[config.mk]
export PLATFORM = sky130hd
export DESIGN_NAME = pwm_serializer
export DESIGN_NICKNAME = d
export VERILOG_FILES = /design/src/rtl/pwm_serializer.sv
export SDC_FILE = /design/constraint.sdc
export NUM_CORES = 1
export LEC_CHECK = 0
export ABC_AREA = 1
export BUFFER_PORTS_ARGS = -buffer_cell sky130_fd_sc_hd__buf_2
export CORE_MARGIN = 10
export CORE_UTILIZATION = 33
export CTS_CLUSTER_SIZE = 12
export DETAILED_ROUTE_END_ITERATION = 16
export PLACE_DENSITY = 0.52
export SYNTH_ARGS = -nofsm -noshare
export SYNTH_HDL_FRONTEND = slang
export SYNTH_SLANG_ARGS = --single-unit
[constraint.sdc]
create_clock -name clk -period 5.05 [get_ports clk]
set_clock_uncertainty 0.1 [all_clocks]
set_input_delay 1.515 -clock clk [delete_from_list [all_inputs] [get_ports clk]]
set_output_delay 1.515 -clock clk [all_outputs]
set_load 0.02 [all_outputs]
[src/rtl/pwm_serializer.sv]
// pwm_serializer: fixed-frequency PWM transmitter. A duty value in whole percent
// is accepted through a valid/ready handshake into a one-entry pending buffer.
// The buffered value is applied only at a window boundary, so every period
// on the line is complete and glitch-free.
module pwm_serializer #(
    parameter int WAVE_FREQ = 10,
    parameter int SYS_FREQ  = 100000
) (
    input  logic       clk,
    input  logic       reset,
    input  logic       enable,
    input  logic [6:0] duty_cycle,
    input  logic       duty_valid,
    output logic       duty_ready,
    output logic       signal,
    output logic       period_start,
    output logic [6:0] active_duty
);

    // Cycles per PWM period and cycles per percent of duty.
    localparam int WAVE_WINDOW = SYS_FREQ / WAVE_FREQ;
    localparam int STEP        = WAVE_WINDOW / 100;
    localparam int CW          = $clog2(WAVE_WINDOW) + 1;

    localparam logic [CW-1:0] LAST_COUNT = CW'(WAVE_WINDOW - 1);
    localparam logic [CW-1:0] ZERO_COUNT = CW'(0);
    localparam logic [CW-1:0] ONE_COUNT  = CW'(1);

    // Run-state encoding: IDLE holds the line low, RUN sweeps the window.
    localparam logic [0:0] ST_IDLE = 1'b0;
    localparam logic [0:0] ST_RUN  = 1'b1;

    // Saturate a requested duty to 100 percent.
    function automatic logic [6:0] clamp_duty(input logic [6:0] d);
        logic [6:0] r;
        if (d > 7'd100) begin
            r = 7'd100;
        end else begin
            r = d;
        end
        return r;
    endfunction

    // Number of high cycles in a window for a given duty; 32 bits covers 100*STEP.
    function automatic logic [31:0] high_len(input logic [6:0] d);
        return 32'(d) * 32'(STEP);
    endfunction

    // Registered state
    logic [0:0]    state_r;
    logic [CW-1:0] count_r;
    logic [6:0]    active_duty_r;
    logic [6:0]    pend_val_r;
    logic          pend_full_r;
    logic          ready_r;
    logic          signal_r;
    logic          period_start_r;

    // Next-state values
    logic [0:0]    state_nxt_s;
    logic [CW-1:0] count_nxt_s;
    logic [6:0]    active_duty_nxt_s;
    logic [6:0]    pend_val_nxt_s;
    logic          pend_full_nxt_s;
    logic          signal_nxt_s;
    logic          period_start_nxt_s;
    logic          handshake_s;
    logic          boundary_s;

    // Window sequencing, buffer handling and next output values.
    always_comb begin
        handshake_s        = duty_valid && ready_r;
        boundary_s         = 1'b0;
        state_nxt_s        = state_r;
        count_nxt_s        = ZERO_COUNT;
        active_duty_nxt_s  = active_duty_r;
        pend_val_nxt_s     = pend_val_r;
        pend_full_nxt_s    = pend_full_r;
        signal_nxt_s       = 1'b0;
        period_start_nxt_s = 1'b0;

        // A boundary is entry into count 0: first enabled cycle or wrap.
        case (state_r)
            ST_IDLE: begin
                if (enable) begin
                    state_nxt_s = ST_RUN;
                    boundary_s  = 1'b1;
                    count_nxt_s = ZERO_COUNT;
                end else begin
                    state_nxt_s = ST_IDLE;
                    count_nxt_s = ZERO_COUNT;
                end
            end
            ST_RUN: begin
                if (!enable) begin
                    // Window abandoned; the line goes low next cycle.
                    state_nxt_s = ST_IDLE;
                    count_nxt_s = ZERO_COUNT;
                end else if (count_r >= LAST_COUNT) begin
                    // Out-of-range counts are folded into a wrap as well.
                    state_nxt_s = ST_RUN;
                    boundary_s  = 1'b1;
                    count_nxt_s = ZERO_COUNT;
                end else begin
                    state_nxt_s = ST_RUN;
                    count_nxt_s = count_r + ONE_COUNT;
                end
            end
            default: begin
                state_nxt_s = ST_IDLE;
                count_nxt_s = ZERO_COUNT;
            end
        endcase

        // The buffer content before this edge is what a boundary applies.
        if (boundary_s && pend_full_r) begin
            active_duty_nxt_s = pend_val_r;
        end else begin
            active_duty_nxt_s = active_duty_r;
        end

        // Handshake only happens with an empty buffer, so it never collides
        // with a consume; a same-edge accept waits for the next boundary.
        if (handshake_s) begin
            pend_val_nxt_s  = clamp_duty(duty_cycle);
            pend_full_nxt_s = 1'b1;
        end else if (boundary_s && pend_full_r) begin
            pend_val_nxt_s  = pend_val_r;
            pend_full_nxt_s = 1'b0;
        end else begin
            pend_val_nxt_s  = pend_val_r;
            pend_full_nxt_s = pend_full_r;
        end

        // Line is high for the first H cycles of the window, H from the duty
        // in force for the cycle being produced.
        if (state_nxt_s == ST_RUN) begin
            signal_nxt_s       = (32'(count_nxt_s) < high_len(active_duty_nxt_s));
            period_start_nxt_s = boundary_s;
        end else begin
            signal_nxt_s       = 1'b0;
            period_start_nxt_s = 1'b0;
        end
    end

    // State and output registers with synchronous active-low reset.
    always_ff @(posedge clk) begin
        if (!reset) begin
            state_r        <= ST_IDLE;
            count_r        <= ZERO_COUNT;
            active_duty_r  <= 7'd0;
            pend_val_r     <= 7'd0;
            pend_full_r    <= 1'b0;
            ready_r        <= 1'b0;
            signal_r       <= 1'b0;
            period_start_r <= 1'b0;
        end else begin
            state_r        <= state_nxt_s;
            count_r        <= count_nxt_s;
            active_duty_r  <= active_duty_nxt_s;
            pend_val_r     <= pend_val_nxt_s;
            pend_full_r    <= pend_full_nxt_s;
            ready_r        <= !pend_full_nxt_s;
            signal_r       <= signal_nxt_s;
            period_start_r <= period_start_nxt_s;
        end
    end

    assign duty_ready   = ready_r;
    assign signal       = signal_r;
    assign period_start = period_start_r;
    assign active_duty  = active_duty_r;

endmodule

==> results by group <==
Outcome
  – Status: finished clean

Critical path
  – FF-to-FF Start: count_r[0]$_SDFF_PP0_
  – Most common cell on crit path: ha_1
  – Worst path top cell family by delay: adder cells
  – Crit path launch type: primary input
  – Crit path from: enable
  – CP Cell Sequence: buf_2 -> nand3_4 -> clkinv_4 -> o21ai_2 -> inv_1 -> ha_1 -> ha_1 -> fa_1 -> ha_1 -> a21oi_1 -> nand2_1 -> a21oi_1 -> o21ai_1 -> a21o_1 -> a21oi_2 -> xor2_1 -> ha_1 -> nand3_1 -> o221ai_1 -> a21oi_1
  – Crit-path slowest cell: fa_1
  – Setup CP Type: primary input to flip-flop
  – Critical path arrival: 4.91 ns
  – Critical path peak fanout: 6
  – CP Data Required Time: 5.17 ns
  – CP peak stage delay: 0.46 ns
  – Bufs and invs on worst path: 3
  – Worst Setup End Kind: flip-flop

Worst hold path
  – Hold Crit Class: flip-flop to flip-flop
  – Hold Crit Start: count_r[0]$_SDFF_PP0_

Yosys
  – Mapped Nets: 339
  – Number of synthesized flops with an enable pin: 0
  – Syn Area/Cell: a little under 8 um^2
  – Simple-gate area share of the yosys netlist: 22.70%
  – Cell area after synthesis: 2282 um^2
  – Async SR Flop Fraction: 0%
  – Largest family of logic cells by synthesized area: simple AND/OR/NAND/NOR gates
  – XOR/XNOR share of the synthesized area: 6.524%
  – Synth Area in Adders: 22.04%
  – Compound-gate portion of the synthesized area: 10.25%
  – Ys Warns: 0
  – Cell variety after synth: 35
  – #FFs+latches synth: 34
  – Post-synthesis mux area share: 0%
  – Seq/Total Area, Yosys: 29.82%
  – Syn Inst Count: 289
  – Synth Flop Type: dfxtp_1

Clocking
  – CTS sink count: 34
  – Clock tree root driver cell: clkbuf_8
  – Clock-pin transition on the worst setup and hold timing paths: 0.07 ns
  – Post-CTS setup buffer count: 0
  – Worst skew pair latency: 0.28 ns
  – Post-cts sizing count: 0
  – H-tree depth: 2
  – CTS Buf Count: 5
  – Cts hold-fix bufs: 0
  – TritonCTS clock tree: yes
  – Clk buf depth: 2

Floorplan
  – Cell Rows: 30
  – IO Count: 21
  – Core area: 6756 um^2
  – Die area: 10640 um^2
  – Chip height: 103.2 um
  – Starting Density: 33.78%
  – Die width: 103.2 um

Timing
  – Final Max Slew Viols: 0
  – Final setup TNS: 0 ns
  – RSZ-0062 raised after global routing: no
  – Setup violators final: 0
  – Worst slew margin: 60.57%
  – Final WS setup: between 0.2 and 0.3 ns
  – Fmax: 0.2089 GHz
  – Min cycle time layout: 4.786 ns
  – Measured slew at the worst slew-check pin: 0.5878 ns
  – Hold Vio Cnt, Final: 0
  – Period Utilization, post-route: roughly 95%
  – Hold slack: approximately 0.37 ns

Routing
  – DRT Wirelength: roughly 4.6 mm
  – Remaining DRCs: 0
  – ANT nets after route: 0
  – Pre-antenna DRT Iters: 4
  – Via count: 1830
  – WL/cell: 11.34 um
  – Avg Vias per Cell: 4.496
  – Detailed Route Iter0 Violations: 33

Placement
  – DPL Wire Length: 3.828 mm
  – Placed inst area: 2556 um^2
  – GP Congestion: 0.7581
  – Place WS: -0.1092 ns
  – PortBufs: 20

Layout
  – Area of the multi-input gates: 1411 um^2
  – Final instance area: 2673 um^2
  – # nets final: between 300 and 400
  – Area growth syn-to-layout: 17.11%
  – Fillers: 722
  – Diodes inserted: 0
  – Reg area: 680.7 um^2
  – Fraction of layout cells with a size suffix above 1: ~21%

GRT
  – Largest net degree at the start of global routing: 20
  – Global-route wire length before repair: 8.231 mm
  – Initial antenna violation count: 0
  – Total gr overflow: 0
  – GR Util All Layers: about a tenth
  – Vias in the first global route: ~1900

Flow run
  – Max Cap Viol: 0

Power and ir drop
  – Max IR drop VDD: 0.1291 mV
  – Lkg Pwr: 1.327 nW
  – Power per cell area: roughly 240 nW/um^2
  – Total power: 0.6296 mW
## worst register-to-register path: cells and delay by family, from the launching register on
family	cells	cell delay (ns)
buf+inv	2	0.16
compound gates	8	0.98
xor+xnor	1	0.16
fa+ha+maj	6	1.85
flops	1	0.37
simple gates	8	0.86
## final timing paths
kind / slack, ns / to / cells after the start
max: 0.26 / signal$_SDFF_PN0_ / 20
min: 0.37 / count_r[0]$_SDFF_PP0_ / 1
max reg2reg: 0.51 / signal$_SDFF_PN0_ / 25
min reg2reg: 0.37 / count_r[0]$_SDFF_PP0_ / 1
## report_power, final
group	leakage, nW	total, mW	switching [mW]	internal [mW]
Sequential	0.277	0.281	0.00436	0.277
Combinational	0.993	0.0893	0.0535	0.0358
Clock	0.0573	0.259	0.101	0.158
## sequential cells by signal, indices dropped and copies added, names as in the netlist
register      flops
pend_full_r       1
state_r           1
period_start      1
pend_val_r        7
duty_ready        1
count_r          15
active_duty       7
signal            1
## routing by layer
metal / routed length (um) / vias to the layer above / track usage (%)
met1: 2311 / 802 / 11.91
met5: 0 / - / 0
met3: 119 / 6 / 2.413
li1: - / 1009 / -
met2: 2122 / 13 / 16.19
met4: 61 / 0 / 3.316
## cell families (layout without fill, tap and decap cells)
kind of cell / count (synthesis) / in the layout
compound gates: 40 / 40
xor+xnor: 17 / 17
fa+ha+maj: 39 / 39
buf+inv: 45 / 83
flops: 34 / 34
other cells: 1 / 1
simple gates: 113 / 113
## cells in the final DEF, fill, tap and decap left out, drive strengths merged, types with 2 or more instances in the layout
master,netlist,routed
nor2,50,50
inv,40,40
nand2,38,38
ha,37,37
dfxtp,34,34
buf,2,34
a21oi,17,17
o21ai,17,17
xor2,14,14
nor3,9,9
nand3,9,9
clkbuf,1,6
xnor2,3,3
nand4,3,3
or2,2,2
a211oi,2,2
fa,2,2
clkinv,2,2
## cell usage after synthesis, types with 2 or more instances
cell / instances / area (um^2)
a211oi_1: 2 / 15.01
a21oi_1: 17 / 85.08
dfxtp_1: 34 / 680.7
fa_1: 2 / 40.04
ha_1: 37 / 462.9
inv_1: 32 / 120.1
inv_2: 8 / 30.03
nand2_1: 32 / 120.1
nand2_2: 6 / 37.54
nand3_1: 8 / 40.04
nand4_1: 2 / 12.51
nor2_1: 47 / 176.4
nor2_2: 2 / 12.51
nor3_1: 9 / 45.04
o21ai_0: 11 / 55.05
o21ai_2: 5 / 43.79
or2_1: 2 / 12.51
xnor2_1: 3 / 26.28
xor2_1: 14 / 122.6
## final cells by class
| cell class | instances | area share, % |
|---|---|---|
| clock buffer | 6 | 3.090 |
| clock inverter | 1 | 1.124 |
| inverter | 42 | 6.086 |
| multi-input combinational | 210 | 52.81 |
| sequential | 34 | 25.47 |
| tap | 80 | 3.745 |
| timing repair buffer | 34 | 7.678 |
## metrics by stage
| stage | cells | utilization, % |
|---|---|---|
| 6_report | 407 | 39.56 |
| 5_1_grt | 407 | 39.56 |
| 4_1_cts | 407 | 39.50 |
| 3_5_place_dp | 400 | 37.83 |
| 3_3_place_gp | 400 | 37.83 |
| 2_1_floorplan | 289 | - |
Note: power is estimated with default switching activity, not from simulation.
